File: src/rtl/adc_pkg.sv
// Shared constants and FSM encoding for the serial ADC capture front-end.
package adc_pkg;
  localparam int FRAME_BITS = 16;
  localparam int LEAD_ZEROS = 4;
  localparam int SAMPLE_W   = 12;

  typedef enum logic [2:0] {
    ADC_IDLE,
    ADC_SETUP,
    ADC_SHIFT,
    ADC_DONE,
    ADC_WAIT
  } adc_state_e;
endpackage

File: src/rtl/adc_sclk_div.sv
// SCLK half-period timer: pulses fall_tick_o / rise_tick_o on the edge where
// the registered SCLK should toggle. The phase restarts high on clr_i.
module adc_sclk_div #(
  parameter int CLK_DIV = 2
) (
  input  logic clk_i,
  input  logic rst_ni,
  input  logic en_i,
  input  logic clr_i,
  output logic rise_tick_o,
  output logic fall_tick_o
);
  localparam int HW = (CLK_DIV > 1) ? $clog2(CLK_DIV) : 1;

  logic [HW-1:0] half_q;
  logic          hi_q;
  logic          wrap;

  assign wrap        = en_i && !clr_i && (half_q == HW'(CLK_DIV - 1));
  assign fall_tick_o = wrap && hi_q;
  assign rise_tick_o = wrap && !hi_q;

  always_ff @(posedge clk_i or negedge rst_ni) begin
    if (!rst_ni) begin
      half_q <= '0;
      hi_q   <= 1'b1;
    end else if (clr_i) begin
      half_q <= '0;
      hi_q   <= 1'b1;
    end else if (en_i) begin
      if (wrap) begin
        half_q <= '0;
        hi_q   <= !hi_q;
      end else begin
        half_q <= half_q + 1'b1;
      end
    end
  end
endmodule

File: src/rtl/adc_spi_capture.sv
// Drives a 16-SCLK serial ADC frame once per SAMPLE_PERIOD and presents the
// 12-bit result with a one-cycle ready_o strobe.
module adc_spi_capture
  import adc_pkg::*;
#(
  parameter int CLK_DIV       = 2,
  parameter int SAMPLE_PERIOD = 78,
  parameter int QUIET_CYC     = 4
) (
  input  logic                clk_78MHz,
  input  logic                rst_n,
  input  logic                en_i,
  input  logic                adc_sdata_i,
  output logic                adc_cs_n_o,
  output logic                adc_sclk_o,
  output logic [SAMPLE_W-1:0] data_o,
  output logic                ready_o,
  output logic                frame_err_o
);
  localparam int PW = $clog2(SAMPLE_PERIOD);

  if (CLK_DIV < 1 || SAMPLE_PERIOD < 32 * CLK_DIV + 1 + QUIET_CYC) begin : g_bad_cfg
    $fatal(1, "adc_spi_capture: SAMPLE_PERIOD too short for CLK_DIV and QUIET_CYC");
  end

  adc_state_e            state_q;
  logic [PW-1:0]         per_q;
  logic [4:0]            bit_q;
  logic [FRAME_BITS-1:0] shreg_q;
  logic                  cs_n_q, sclk_q, ready_q, ferr_q;
  logic [SAMPLE_W-1:0]   data_q;
  logic                  per_wrap, start, div_en, div_clr, rise_tick, fall_tick;

  assign per_wrap = (per_q == PW'(SAMPLE_PERIOD - 1));
  assign start    = en_i && (state_q == ADC_IDLE || (state_q == ADC_WAIT && per_wrap));
  assign div_en   = (state_q == ADC_SETUP) || (state_q == ADC_SHIFT);
  assign div_clr  = start || !en_i;

  adc_sclk_div #(.CLK_DIV(CLK_DIV)) u_sclk_div (
    .clk_i       (clk_78MHz),
    .rst_ni      (rst_n),
    .en_i        (div_en),
    .clr_i       (div_clr),
    .rise_tick_o (rise_tick),
    .fall_tick_o (fall_tick)
  );

  always_ff @(posedge clk_78MHz or negedge rst_n) begin
    if (!rst_n) begin
      state_q <= ADC_IDLE;
      per_q   <= '0;
      bit_q   <= '0;
      shreg_q <= '0;
      cs_n_q  <= 1'b1;
      sclk_q  <= 1'b1;
      data_q  <= '0;
      ready_q <= 1'b0;
      ferr_q  <= 1'b0;
    end else begin
      ready_q <= 1'b0;
      ferr_q  <= 1'b0;
      if (!en_i) begin
        // Abort: the partial frame is dropped, data_q keeps the last sample.
        state_q <= ADC_IDLE;
        per_q   <= '0;
        bit_q   <= '0;
        shreg_q <= '0;
        cs_n_q  <= 1'b1;
        sclk_q  <= 1'b1;
      end else begin
        per_q <= (state_q == ADC_IDLE || per_wrap) ? '0 : per_q + 1'b1;
        case (state_q)
          ADC_IDLE: begin
            state_q <= ADC_SETUP;
            cs_n_q  <= 1'b0;
          end
          ADC_SETUP: if (fall_tick) begin
            sclk_q  <= 1'b0;
            state_q <= ADC_SHIFT;
          end
          ADC_SHIFT: begin
            if (fall_tick) sclk_q <= 1'b0;
            if (rise_tick) begin
              sclk_q  <= 1'b1;
              shreg_q <= {shreg_q[FRAME_BITS-2:0], adc_sdata_i};
              bit_q   <= bit_q + 1'b1;
              if (bit_q == 5'(FRAME_BITS - 1)) state_q <= ADC_DONE;
            end
          end
          ADC_DONE: begin
            cs_n_q  <= 1'b1;
            data_q  <= shreg_q[SAMPLE_W-1:0];
            ready_q <= 1'b1;
            ferr_q  <= |shreg_q[FRAME_BITS-1 -: LEAD_ZEROS];
            bit_q   <= '0;
            state_q <= ADC_WAIT;
          end
          ADC_WAIT: if (per_wrap) begin
            state_q <= ADC_SETUP;
            cs_n_q  <= 1'b0;
          end
          default: state_q <= ADC_IDLE;
        endcase
      end
    end
  end

  assign adc_cs_n_o  = cs_n_q;
  assign adc_sclk_o  = sclk_q;
  assign data_o      = data_q;
  assign ready_o     = ready_q;
  assign frame_err_o = ferr_q;
endmodule

File: config.mk
export PLATFORM = sky130hd
export DESIGN_NAME = adc_spi_capture
export DESIGN_NICKNAME = d
export VERILOG_FILES = /design/src/rtl/adc_pkg.sv /design/src/rtl/adc_sclk_div.sv /design/src/rtl/adc_spi_capture.sv
export SDC_FILE = /design/constraint.sdc
export NUM_CORES = 1
export LEC_CHECK = 0
export CAP_MARGIN = 20
export CORE_MARGIN = 3
export CORE_UTILIZATION = 40
export CTS_CLUSTER_DIAMETER = 120
export CTS_CLUSTER_SIZE = 24
export DETAILED_ROUTE_END_ITERATION = 8
export PLACE_DENSITY = 0.64
export SYNTH_ARGS = -nofsm -noshare
export SYNTH_HDL_FRONTEND = slang
export SYNTH_SLANG_ARGS = --single-unit
File: constraint.sdc
create_clock -name clk_78MHz -period 1.3 [get_ports clk_78MHz]
set_input_delay 0.13 -clock clk_78MHz [delete_from_list [all_inputs] [get_ports clk_78MHz]]
set_output_delay 0.13 -clock clk_78MHz [all_outputs]
set_load 0.02 [all_outputs]
**After elaboration in Yosys (flattened, before gate mapping)**

Index checks and enable logic that the tools add are counted.

- Flip-flop bits (word level): 49
- Latch bits: 0
- RAM bits: 0
- Bits in read-only memories: 0
- Input bits: 4
- Output and inout bits: 16
- Logic and storage cells: 83
- Memories: 0

- $add $sub $neg: 3
- Multiply operators: 0
- Div/mod/pow operators: 0
- Magnitude comparators: 0
- Eq/ne operators: 15
- Shift operators: 0
- Multiplexer cells: 31
- Bitwise logic cells: 0
- Reduce and logical (&&, ||, !) cells: 23

Operators with widths:

| kind | number |
|---|---|
| two-way mux 16 bit | 3 |
| two-way mux 1 bit | 15 |
| two-way mux 3 bit | 5 |
| case mux 3 bit (5 select lines) | 1 |
| two-way mux 7 bit | 2 |
| two-way mux 5 bit | 2 |
| case mux 5 bit (2 select lines) | 1 |
| AND reduction 2 bit | 5 |
| != test 3 bit, second input constant | 3 |
| adder 7 x 1 -> 7 bit, second input constant | 1 |
| equality test 7 bit, second input constant | 1 |
| equality test 3 x 2 -> 1 bit, second input constant | 2 |
| logical AND 1 bit | 6 |
| != test 3 x 1 -> 1 bit, second input constant | 2 |
| adder 5 x 1 -> 5 bit, second input constant | 1 |
| equality test 5 x 4 -> 1 bit, second input constant | 1 |
| logical OR 1 bit | 4 |
| != test 2 x 1 -> 1 bit, second input constant | 2 |
| != test 4 x 1 -> 1 bit, second input constant | 1 |
| AND reduction 4 bit | 1 |
| nonzero test 2 bit | 2 |
| OR reduction 4 bit | 1 |
| equality test 3 x 1 -> 1 bit, second input constant | 1 |
| equality test 3 bit, second input constant | 1 |
| other kinds (6) | 8 |

**Logic depth before layout (Yosys ltp)**

Gate-level depths: netlist of the first run.

- Word-level depth: 13
- Depth in mapped cells: 6
- Depth with buffers taken out: 6

**Hierarchy**

Synthesis of the first run repeated with hierarchy kept, for this count alone.

- Cell total of the unflattened synthesis: 196
- Area total of the unflattened synthesis: 2168.3 µm²

Modules (own cells, without submodules):

| module | times used | cells each | area each (µm²) | sequential area each (µm²) |
|---|---|---|---|---|
| adc_spi_capture | 1 | 187 | 2073.2 | 1178.6 |
| adc_sclk_div | 1 | 9 | 95.1 | 51.3 |

**Worst setup path before layout of the first run**

No wires, ideal clock.

- Kind: register -> register
- Start: register bit_q[0]
- End: register state_q[0]
- Library setup time: 0.122 ns
- Arrival time: 1.195 ns
- Required time: 1.178 ns
- Path slack: -0.017 ns
- Cell stages (with the launch flop): 7
- Path buffers: 0
- Period minus slack after synthesis: 1.317 ns
- Cell sequence: dfrtp_1 > ha_1 > and3_1 > ha_1 > inv_1 > o2111ai_1 > o2111a_1

- Longest elaborated chain between the ends: 3

Ends and longest elaborated chain:

| what | RTL line | RTL |
|---|---|---|
| from (decl) | adc_spi_capture.sv:28 | `logic [4:0] bit_q;` |
| from (signal assigned) | adc_spi_capture.sv:86 | `bit_q <= bit_q + 1'b1;` |
| equality test 5 x 4 -> 1 bit | adc_spi_capture.sv:87 | `if (bit_q == 5'(FRAME_BITS - 1)) state_q <= ADC_DONE;` |
| != test 3 x 2 -> 1 bit (no line) | -- |  |
| AND reduction 4 bit (no line) | -- |  |
| to (signal assigned) | adc_spi_capture.sv:87 |  |
| to (signal assigned) | adc_spi_capture.sv:96 | `state_q <= ADC_WAIT;` |
| to (signal assigned) | adc_spi_capture.sv:99 | `state_q <= ADC_SETUP;` |
| to (decl) | adc_spi_capture.sv:26 | `adc_state_e state_q;` |

No other way between the ends.
A chain may end at the register's enable or synchronous reset.

**Worst setup path after layout of the first run**

Same ends and word-level chain as after synthesis.

==> results of run 1 <==
what timing repair did:
action	4_1_cts	5_1_grt
gates cloned	0	2
endpoints found under the setup margin	44	46
gates resized for setup	33	31
hold buffers	1	0
pin swaps	10	9
setup buffers	2	7
endpoints found under the hold margin	12	0
where the power goes:
group | switching [mW] | internal [mW] | total, mW
sequential | 0.0302 | 1.56 | 1.59
combinational | 0.180 | 0.135 | 0.315
clock | 0.511 | 0.380 | 0.891
total | 0.721 | 2.07 | 2.79
per-stage QoR:
| step | TNS, ns | cells | instance area (um^2) | utilization, % | hold slack [ns] |
|---|---|---|---|---|---|
| after floorplan | 0 | 211 | 2282 | - | -0.1656 |
| after global routing | -1.076 | 329 | 2979 | 56.18 | 0.2545 |
| after global placement | -3.765 | 310 | 2656 | 50.09 | 0.03461 |
| after CTS | -0.09091 | 321 | 2836 | 53.49 | 0.2452 |
| final | -0.01106 | 329 | 2979 | 56.18 | 0.2367 |
| after detailed placement | -5.345 | 310 | 2656 | 50.09 | 0.03762 |
cells in the mapped netlist:
cell	n	area [um^2]
nand4bb_1	1	11.26
o21ai_0	23	115.1
buf_2	2	10.01
and4_1	1	8.760
a21o_1	1	7.510
buf_4	4	30.03
xnor2_1	1	8.760
a211oi_1	3	22.52
mux2_2	4	45.04
nand2b_1	2	12.51
nor4_1	1	6.260
o21ai_2	1	8.760
nor2_1	8	30.03
mux2i_1	2	20.02
mux2_4	8	120.1
o32ai_1	1	8.760
o31a_1	1	8.760
ha_1	4	50.05
buf_6	3	33.78
o2111a_1	1	11.26
a221oi_1	1	8.760
and3b_4	1	12.51
dfstp_2	3	78.83
nand3b_1	3	22.52
and2_4	1	8.760
nand3_1	23	115.1
xor2_1	3	26.28
o2111ai_1	1	8.760
a21oi_1	6	30.03
inv_1	10	37.54
maj3_2	1	11.26
a31oi_1	2	12.51
or3_1	2	12.51
nor3b_1	1	7.510
o2bb2ai_1	1	8.760
nand4_1	2	12.51
o211ai_1	2	15.01
and3_1	1	6.260
o31ai_1	2	15.01
nand2_1	21	78.83
inv_2	1	3.750
nand2_4	1	11.26
dfrtp_1	46	1151
clkbuf_1	4	15.01
final timing paths:
check                                 startpoint                     end  cells after the start  slack (ns)
max                         bit_q[0]$_DFFE_PN0P_  state_q[0]$_DFFE_PN0P_                      6      -0.009
min                                        rst_n   frame_err_o$_DFF_PN0_                      2        0.24
max reg2reg                 bit_q[0]$_DFFE_PN0P_  state_q[0]$_DFFE_PN0P_                      6      -0.009
min reg2reg                data_o[8]$_DFFE_PN0P_   data_o[8]$_DFFE_PN0P_                      1        0.51
max in group asynchronous                  rst_n  adc_cs_n_o$_DFFE_PN1P_                      3        0.49
min in group clk_78MHz               adc_sdata_i  shreg_q[0]$_DFFE_PN0P_                      3        0.41
worst register-to-register path, delay by kind of cell, from the launching register on:
kind,cells,cell delay [ns]
AOI/OAI and AO/OA,2,0.23
adders and majority gates,2,0.35
buffers and inverters,1,0.04
DFF,1,0.39
and+or+nand+nor,1,0.18
metal layers:
| metal | part of all wire (%) | vias up | GRT usage [%] |
|---|---|---|---|
| met5 | 0 | - | 0 |
| met4 | 0.87 | 0 | 4.899 |
| met3 | 4.0 | 7 | 3.509 |
| met2 | 50 | 31 | 25.00 |
| met1 | 45 | 840 | 20.21 |
| li1 | - | 842 | - |
layout make-up:
class,instances,area share (%)
sequential,49,41.33
timing repair buffer,52,15.04
clock buffer,6,2.436
inverter,11,1.386
tap,70,2.940
clock inverter,2,0.5040
multi-input combinational,139,36.37
sequential cells by signal (all words and copies together), names as in the netlist:
name / flops
shreg_q: 16
state_q: 3
ready_o: 1
per_q: 7
frame_err_o: 1
u_sclk_div.hi_q: 1
bit_q: 5
adc_sclk_o: 1
u_sclk_div.half_q: 1
data_o: 12
adc_cs_n_o: 1
cells in the final DEF, fill, tap and decap left out, drive strengths merged, types with 2 or more instances in the layout:
master / count
dlygate4sd2: 14
nand4: 2
nand3: 23
and2: 2
a21oi: 6
ha: 4
dfstp: 3
nor2: 8
buf: 33
o31ai: 2
a211oi: 3
dfrtp: 46
clkbuf: 7
mux2: 12
clkdlybuf4s50: 2
xor2: 3
inv: 11
nand3b: 3
clkinvlp: 2
nand2: 22
o21ai: 24
mux2i: 2
o211ai: 2
a31oi: 2
nand2b: 2
or3: 2
cell families (layout without fill, tap and decap cells):
group,Yosys count,count (layout),share of synthesized area [%]
buffers and inverters,24,71,5.708
AND/OR/NAND/NOR,69,70,15.64
adder cells (fa/ha/maj),5,5,2.689
multiplexers,14,14,8.123
XOR/XNOR,4,4,1.537
AO/OA/AOI/OAI,46,46,12.35
flip-flops,49,49,53.95
==> flow_summary_export.csv, run 1 <==
group,metric,value,unit
outcome,status,"finished with violations",
outcome,failed_checks,"setup timing",
timing,maxSlewHeadroom,77.50,%
floorplan,core,0.005303,mm^2
drt,firstDrtPassIters,4,
critical_path,crit_fanout,2,
finish,seq_area,0.001231,mm^2
timing,hold_violations,0,
finish,diodes,0,
finish,final_nets,266,
yosys,yosys_warnings,0,
floorplan,rows,26,
timing,period_needed,1.309,ns
pwr,cellLeakagePower,1.353,nW
drt,num_vias,1720,
critical_path,cpPeakStageDelay,0.39,ns
critical_path,worst_path_max_delay_cell,"dfrtp_1",
cts,ctsLongestPathBuffers,2,
drt,ant_nets,0,
floorplan,io-pin-count,20,
grt,grtUsageTotal,15.33,%
grt,grt_pass1_vias,1710,
min_path,min_path_type,"in -> async",
yosys,syn-cell-area,0.002280,mm^2
floorplan,die_h,81.50,um
drt,wire_per_inst,14.28,um
grt,grt_overflow,0,
pwr,cellPowerDensity,937.3,mW/mm^2
yosys,ys_ff_latch,49,
drt,drc_errors,0,
pwr,ir_drop,469.2,uV
cts,insertion_delay,0.30,ns
timing,fin_worst_skew,0.007886,ns
critical_path,critical_path_class,"reg -> reg",
finish,drive_above_1_share,33.98,%
grt,antenna_found_initial,0,
yosys,ys_types,44,
timing,slew_violations,0,
timing,worst_slack,-0.008732,ns
finish,fillers,462,
pwr,power,2.792,mW
critical_path,start_kind,"flop",
grt,grt_pass1_wl,7948,um
placement,preCtsSetupSlack,-0.1700,ns
cts,cts.sink_count,49,
timing,fin_crit_sh,100.7,%
critical_path,endpoint_kind,"flop",
critical_path,cp.arrival,1.50,ns
yosys,yosysSeqAreaShare,53.95,%
finish,multi_input_area,0.001084,mm^2
yosys,syn_avg_cell_area,10.80,um^2
critical_path,crit_family,"flip-flops",
yosys,synthCells,211,
floorplan,die_x,81.50,um
placement,gp_congestion,0.7237,
cts,htreeDepth,2,
floorplan,design.die.area,0.006641,mm^2
yosys,synth_nets,219,
run,cap_violations,0,
critical_path,critPathBufInv,1,
floorplan,initial_utilization,42.99,%
cts,cts_root_buf,"clkbuf_8",
placement,io_buffers,19,
drt,vias_per_cell,5.228,
cts,clk_pin_slew,0.09,ns
timing,setup_viol,2,
timing,worstMarginPinSlew,0.3363,ns
drt,wl,4697,um
grt,grt_max_degree,38,
timing,rsz0062_at_grt,"true",
timing,max_freq,0.7641,GHz
critical_path,cp_cell_sequence,"ha_2, and3_4, ha_4, inv_2, o2111ai_2, o2111a_1",
cts,cts_tree,"done",
finish,synthToLayoutAreaGrowth,30.68,%
drt,first_iter_violations,124,
placement,dpl.hpwl,3035,um
critical_path,critical_path_required,1.49,ns
cts,cts_buffers,5,
Note: power is estimated with default switching activity, not from simulation.
==> run 2, diff against run 1 <==
--- a/config.mk
+++ b/config.mk
@@ -5,13 +5,14 @@
 export SDC_FILE = /design/constraint.sdc
 export NUM_CORES = 1
 export LEC_CHECK = 0
+export ABC_CLOCK_PERIOD_IN_PS = 1550
 export CAP_MARGIN = 20
 export CORE_MARGIN = 3
 export CORE_UTILIZATION = 40
 export CTS_CLUSTER_DIAMETER = 120
 export CTS_CLUSTER_SIZE = 24
 export DETAILED_ROUTE_END_ITERATION = 8
-export PLACE_DENSITY = 0.64
+export PLACE_DENSITY = 0.57
 export SYNTH_ARGS = -nofsm -noshare
 export SYNTH_HDL_FRONTEND = slang
 export SYNTH_SLANG_ARGS = --single-unit
==> constraint.sdc (replaced) <==
create_clock -name clk_78MHz -period 1.55 [get_ports clk_78MHz]
set_input_delay 0.155 -clock clk_78MHz [delete_from_list [all_inputs] [get_ports clk_78MHz]]
set_output_delay 0.155 -clock clk_78MHz [all_outputs]
set_load 0.02 [all_outputs]
==> run 2 against run 1 <==
- the run now ends clean
- clock-buffer cell count fell by 1
- routed wire length fell by 12%
- cell count fell by 7.0%
- sequential power fell by 16%
- worst setup slack improved by 0.11 ns
- non-clock buffer count fell by 22
- utilization fell by 5.7 points
- combinational power fell by 35%
==> flow_summary_export.csv, run 2 (same netlist as run 1, synthesis figures left out) <==
group,metric,value,unit
pwr,ir_drop,820.9,uV
critical_path,cp_cell_sequence,"ha_1, and3_1, ha_1, inv_1, o2111ai_1, o2111a_1",
drt,first_iter_violations,119,
cts,htreeDepth,2,
finish,final_common_cell,"dfrtp_1",
finish,regMostFlops,"shreg_q",
critical_path,reg2reg_slack,0.10,ns
finish,most-common-layout-cells,"dfrtp_1 (46), nand3_1 (23), o21ai_0 (23)",
timing,max_freq,0.6911,GHz
floorplan,initial_utilization,42.99,%
placement,dpl_cell_area,0.002556,mm^2
placement,io_buffers,19,
drt,wl,4136,um
timing,hold_violations,0,
grt,antenna_found_initial,0,
cts,ctsLongestPathBuffers,2,
drt,wire_per_inst,13.52,um
critical_path,cpMostUsedCell,"ha_1",
timing,period_needed,1.447,ns
timing,worstMarginPinSlew,0.3816,ns
floorplan,design.die.area,0.006641,mm^2
cts,cts_root_buf,"clkbuf_8",
grt,grtUsageTotal,14.21,%
timing,fin_crit_sh,93.35,%
critical_path,start_kind,"flop",
finish,final_area,0.002676,mm^2
timing,fin_worst_skew,0.01528,ns
cts,cts.sink_count,49,
cts,insertion_delay,0.31,ns
pwr,p_clk_share,37.7,%
grt,grt_pass1_vias,1483,
critical_path,cp.arrival,1.63,ns
cts,clk_pin_slew,0.10,ns
timing,maxSlewHeadroom,74.55,%
timing,rsz0062_at_grt,"false",
drt,drc_errors,0,
finish,synthToLayoutAreaGrowth,17.40,%
cts,cts_buffers,5,
pwr,seq_power_share,53.9,%
finish,final_nets,243,
min_path,min_path_type,"in -> async",
pwr,p_comb_share,8.3,%
grt,grt_pass1_wl,7217,um
pwr,cellLeakagePower,1.171,nW
pwr,switching_share,24.04,%
finish,post-route-util,50.47,%
finish,largest_register_ff_count,16,
drt,ant_nets,0,
cts,cts_tree,"done",
outcome,status,"finished clean",
floorplan,io-pin-count,20,
placement,preCtsSetupSlack,-0.007381,ns
grt,grt_overflow,0,
critical_path,worst_path_max_delay_cell,"dfrtp_1",
cts,post_cts_buffers,0,
drt,vias_per_cell,5.232,
drt,firstDrtPassIters,4,
critical_path,critical_path_required,1.74,ns
pwr,p_sw,0.5909,mW
finish,diodes,0,
timing,setup_viol,0,
pwr,cellPowerDensity,918.4,mW/mm^2
critical_path,endpoint_kind,"flop",
timing,worst_slack,0.1030,ns
placement,dpl.hpwl,2687,um
grt,grt_max_degree,50,
finish,fillers,482,
pwr,power,2.458,mW
pwr,intPower,1.867,mW
critical_path,cpPeakStageDelay,0.41,ns
finish,drive_above_1_share,17.37,%
critical_path,crit_fanout,3,
timing,holdWs,0.3589,ns
placement,gp_congestion,0.7517,
critical_path,critical_path_class,"reg -> reg",
floorplan,die_x,81.50,um
floorplan,die_h,81.50,um
floorplan,rows,26,
timing,slew_violations,0,
drt,num_vias,1601,
floorplan,core,0.005303,mm^2
run,cap_violations,0,
-- run 2: changes by cell type in the layout (fill, tap and decap cells not counted), sizes merged, moves of 2 or more --
| cell | previous run | this run |
|---|---|---|
| buf | 33 | 11 |
| clkbuf | 7 | 5 |
| clkdlybuf4s50 | 2 | 16 |
| clkinvlp | 2 | 0 |
| dlygate4sd2 | 14 | 2 |
-- run 2: metal layers --
layer	global-route usage, %	routed length, um	vias up
li1	-	-	796
met1	21.28	2140	769
met5	0	0	-
met3	3.399	170	5
met4	5.743	54	0
met2	19.54	1771	31
-- run 2: worst max-delay path, delay by kind of cell (launching register included) --
| family | cells | cell delay (ns) |
|---|---|---|
| simple gates | 1 | 0.18 |
| flops | 1 | 0.41 |
| compound gates | 2 | 0.30 |
| buf+inv | 1 | 0.05 |
| fa+ha+maj | 2 | 0.41 |
-- run 2: area by class of cell --
type / count / area [um^2] / share of cell area, %
Inverter: 11 / 41.29 / 1.543
Timing Repair Buffer: 30 / 280.3 / 10.47
Multi-Input combinational cell: 138 / 924.6 / 34.55
Clock buffer: 5 / 68.82 / 2.571
Tap cell: 70 / 87.58 / 3.273
Clock inverter: 3 / 43.79 / 1.636
Sequential cell: 49 / 1230 / 45.96
-- run 2: power by group through the flow --
stage	Sequential, mW	Clock, mW	Combinational (mW)
after floorplan	1.35	0	0.122
after detailed placement	1.35	0	0.209
final	1.33	0.927	0.205
after CTS	1.33	0.955	0.208
after global placement	1.35	0	0.209
after global routing	1.33	1.01	0.229
-- run 2: metrics by stage --
stage | std cells | TNS [ns]
finish | 306 | 0
global route | 306 | 0
CTS | 306 | 0
detailed placement | 297 | -0.05161
global placement | 297 | 0
floorplan | 211 | 0
-- run 2: worst paths after layout --
path / from / to / depth (start not counted)
worst min-delay path: rst_n / data_o[2]$_DFFE_PN0P_ / 3
worst min register to register: per_q[0]$_DFF_PN0_ / per_q[0]$_DFF_PN0_ / 1
min in group clk_78MHz: adc_sdata_i / shreg_q[0]$_DFFE_PN0P_ / 3
worst max register to register: bit_q[0]$_DFFE_PN0P_ / state_q[0]$_DFFE_PN0P_ / 6
max in group asynchronous: rst_n / adc_cs_n_o$_DFFE_PN1P_ / 3
worst max-delay path: bit_q[0]$_DFFE_PN0P_ / state_q[0]$_DFFE_PN0P_ / 6
-- run 2: what timing repair did --
action	4_1_cts	5_1_grt
setup endpoints to repair	2	0
resized for setup	2	0
hold endpoints to repair	46	0
hold buffers	1	0
==> run 3, diff against run 2 <==
==> constraint.sdc (replaced) <==
create_clock -name clk_78MHz -period 1.55 [get_ports clk_78MHz]
set_input_delay 0.31 -clock clk_78MHz [delete_from_list [all_inputs] [get_ports clk_78MHz]]
set_output_delay 0.31 -clock clk_78MHz [all_outputs]
set_load 0.02 [all_outputs]
==> run 3 against run 2 <==
- cell count is 1.6% higher
- fmax down 3.1%
- utilization rose by 0.76 points
- register-to-register slack better by 0.02 ns
==> flow_summary_export.csv, run 3 (same netlist as run 1, synthesis figures left out) <==
group,metric,value,unit
critical_path,critical_path_required,1.24,ns
pwr,ir_drop,465.9,uV
cts,cts_root_buf,"clkbuf_8",
pwr,p_comb_share,8.6,%
pwr,switching_share,24.46,%
timing,slew_violations,0,
cts,cts_buffers,5,
critical_path,endpoint_kind,"output port",
timing,holdWs,0.4414,ns
finish,drive_above_1_share,19.09,%
timing,hold_violations,0,
timing,fin_crit_sh,96.39,%
pwr,cellPowerDensity,913.6,mW/mm^2
finish,regMostFlops,"shreg_q",
pwr,p_sw,0.6069,mW
grt,grt_util_met2,21.42,%
grt,grt_util_met1,21.21,%
floorplan,io-pin-count,20,
pwr,cellLeakagePower,1.294,nW
finish,synthToLayoutAreaGrowth,19.16,%
placement,io_buffers,19,
floorplan,rows,26,
critical_path,cp_cell_sequence,"dlygate4sd2_1",
finish,final_common_cell,"dfrtp_1",
drt,drc_errors,0,
grt,grt_overflow,0,
placement,dpl.hpwl,2935,um
floorplan,initial_utilization,42.99,%
pwr,p_clk_share,38.0,%
pwr,seq_power_share,53.4,%
finish,largest_register_ff_count,16,
outcome,status,"finished clean",
timing,max_freq,0.6694,GHz
grt,grt.busiest_layer,"met2",
cts,insertion_delay,0.31,ns
drt,firstDrtPassIters,4,
min_path,min_path_type,"in -> async",
floorplan,design.die.area,0.006641,mm^2
critical_path,critical_path_class,"reg -> out",
critical_path,crit_family,"flip-flops",
floorplan,core,0.005303,mm^2
floorplan,die_x,81.50,um
finish,final_nets,248,
grt,grt.met3_usage,3.728,%
critical_path,worst_path_max_delay_cell,"dfstp_2",
cts,htreeDepth,2,
grt,grt_pass1_wl,7465,um
timing,fin_worst_skew,0.006894,ns
grt,grt_max_degree,36,
timing,finalSetupTns,0,ns
drt,num_vias,1617,
pwr,intPower,1.875,mW
run,cap_violations,0,
critical_path,crit_fanout,3,
drt,first_iter_violations,118,
grt,grtUsageTotal,14.87,%
cts,cts_tree,"done",
placement,gp_congestion,0.7485,
cts,cts.sink_count,49,
floorplan,die_h,81.50,um
critical_path,critPathBufInv,1,
timing,rsz0062_at_grt,"false",
grt,grt_pass1_vias,1527,
cts,clk_pin_slew,0.09,ns
cts,post_cts_buffers,0,
finish,most-common-layout-cells,"dfrtp_1 (46), nand3_1 (23), o21ai_0 (23)",
drt,ant_nets,0,
finish,diodes,0,
cts,ctsLongestPathBuffers,2,
drt,wl,4291,um
timing,worstMarginPinSlew,0.3679,ns
timing,setup_viol,0,
drt,wire_per_inst,13.80,um
critical_path,cpPeakStageDelay,0.55,ns
timing,maxSlewHeadroom,75.47,%
timing,period_needed,1.494,ns
critical_path,cp.arrival,1.18,ns
drt,vias_per_cell,5.199,
grt,antenna_found_initial,0,
critical_path,start_kind,"flop",
-- run 3: area by class of cell --
type / instances / area [um^2]
fill: 501 / 2586
sequential: 49 / 1230
multi-input combinational: 138 / 924.6
timing repair buffer: 35 / 320.3
tap: 70 / 87.58
clock buffer: 5 / 68.82
clock inverter: 3 / 43.79
inverter: 11 / 41.29
-- run 3: timing repair --
action | CTS | global route
hold endpoints to repair | 11 | 0
hold buffers | 1 | 0
resized for setup | 14 | 2
setup endpoints to repair | 14 | 2
-- run 3: per-stage QoR --
stage	cells	util, %	total power, mW	setup slack, ns	area (um^2)
floorplan	211	-	1.476	0.2329	2280
detailed placement	302	49.15	1.570	-0.1255	2606
CTS	311	51.13	2.506	0.007368	2711
global route	311	51.23	2.576	0.007614	2716
global placement	302	49.15	1.570	-0.09780	2606
finish	311	51.23	2.482	0.05602	2716
-- run 3: worst paths after layout --
check                      cells past startpoint  slack (ns)                    from                     end
max                                            1        0.06  adc_cs_n_o$_DFFE_PN1P_              adc_cs_n_o
min                                            2        0.44                   rst_n    bit_q[1]$_DFFE_PN0P_
max reg2reg                                    6        0.12    bit_q[0]$_DFFE_PN0P_  state_q[0]$_DFFE_PN0P_
min reg2reg                                    1        0.50      per_q[0]$_DFF_PN0_      per_q[0]$_DFF_PN0_
max in group asynchronous                      3        0.61                   rst_n  state_q[2]$_DFFE_PN0P_
min in group clk_78MHz                         1        0.50      per_q[0]$_DFF_PN0_      per_q[0]$_DFF_PN0_
-- run 3: power groups by stage --
stage	clock [mW]	combinational [mW]	sequential, mW
2_1_floorplan	0	0.122	1.35
6_report	0.943	0.214	1.32
3_3_place_gp	0	0.220	1.35
4_1_cts	0.961	0.219	1.33
3_5_place_dp	0	0.220	1.35
5_1_grt	1.00	0.243	1.33
-- run 3: layer usage --
metal	part of all wire (%)	vias to the layer above
met5	0	-
met4	1.7	0
met3	4.7	7
met2	44	35
met1	50	776
li1	-	799
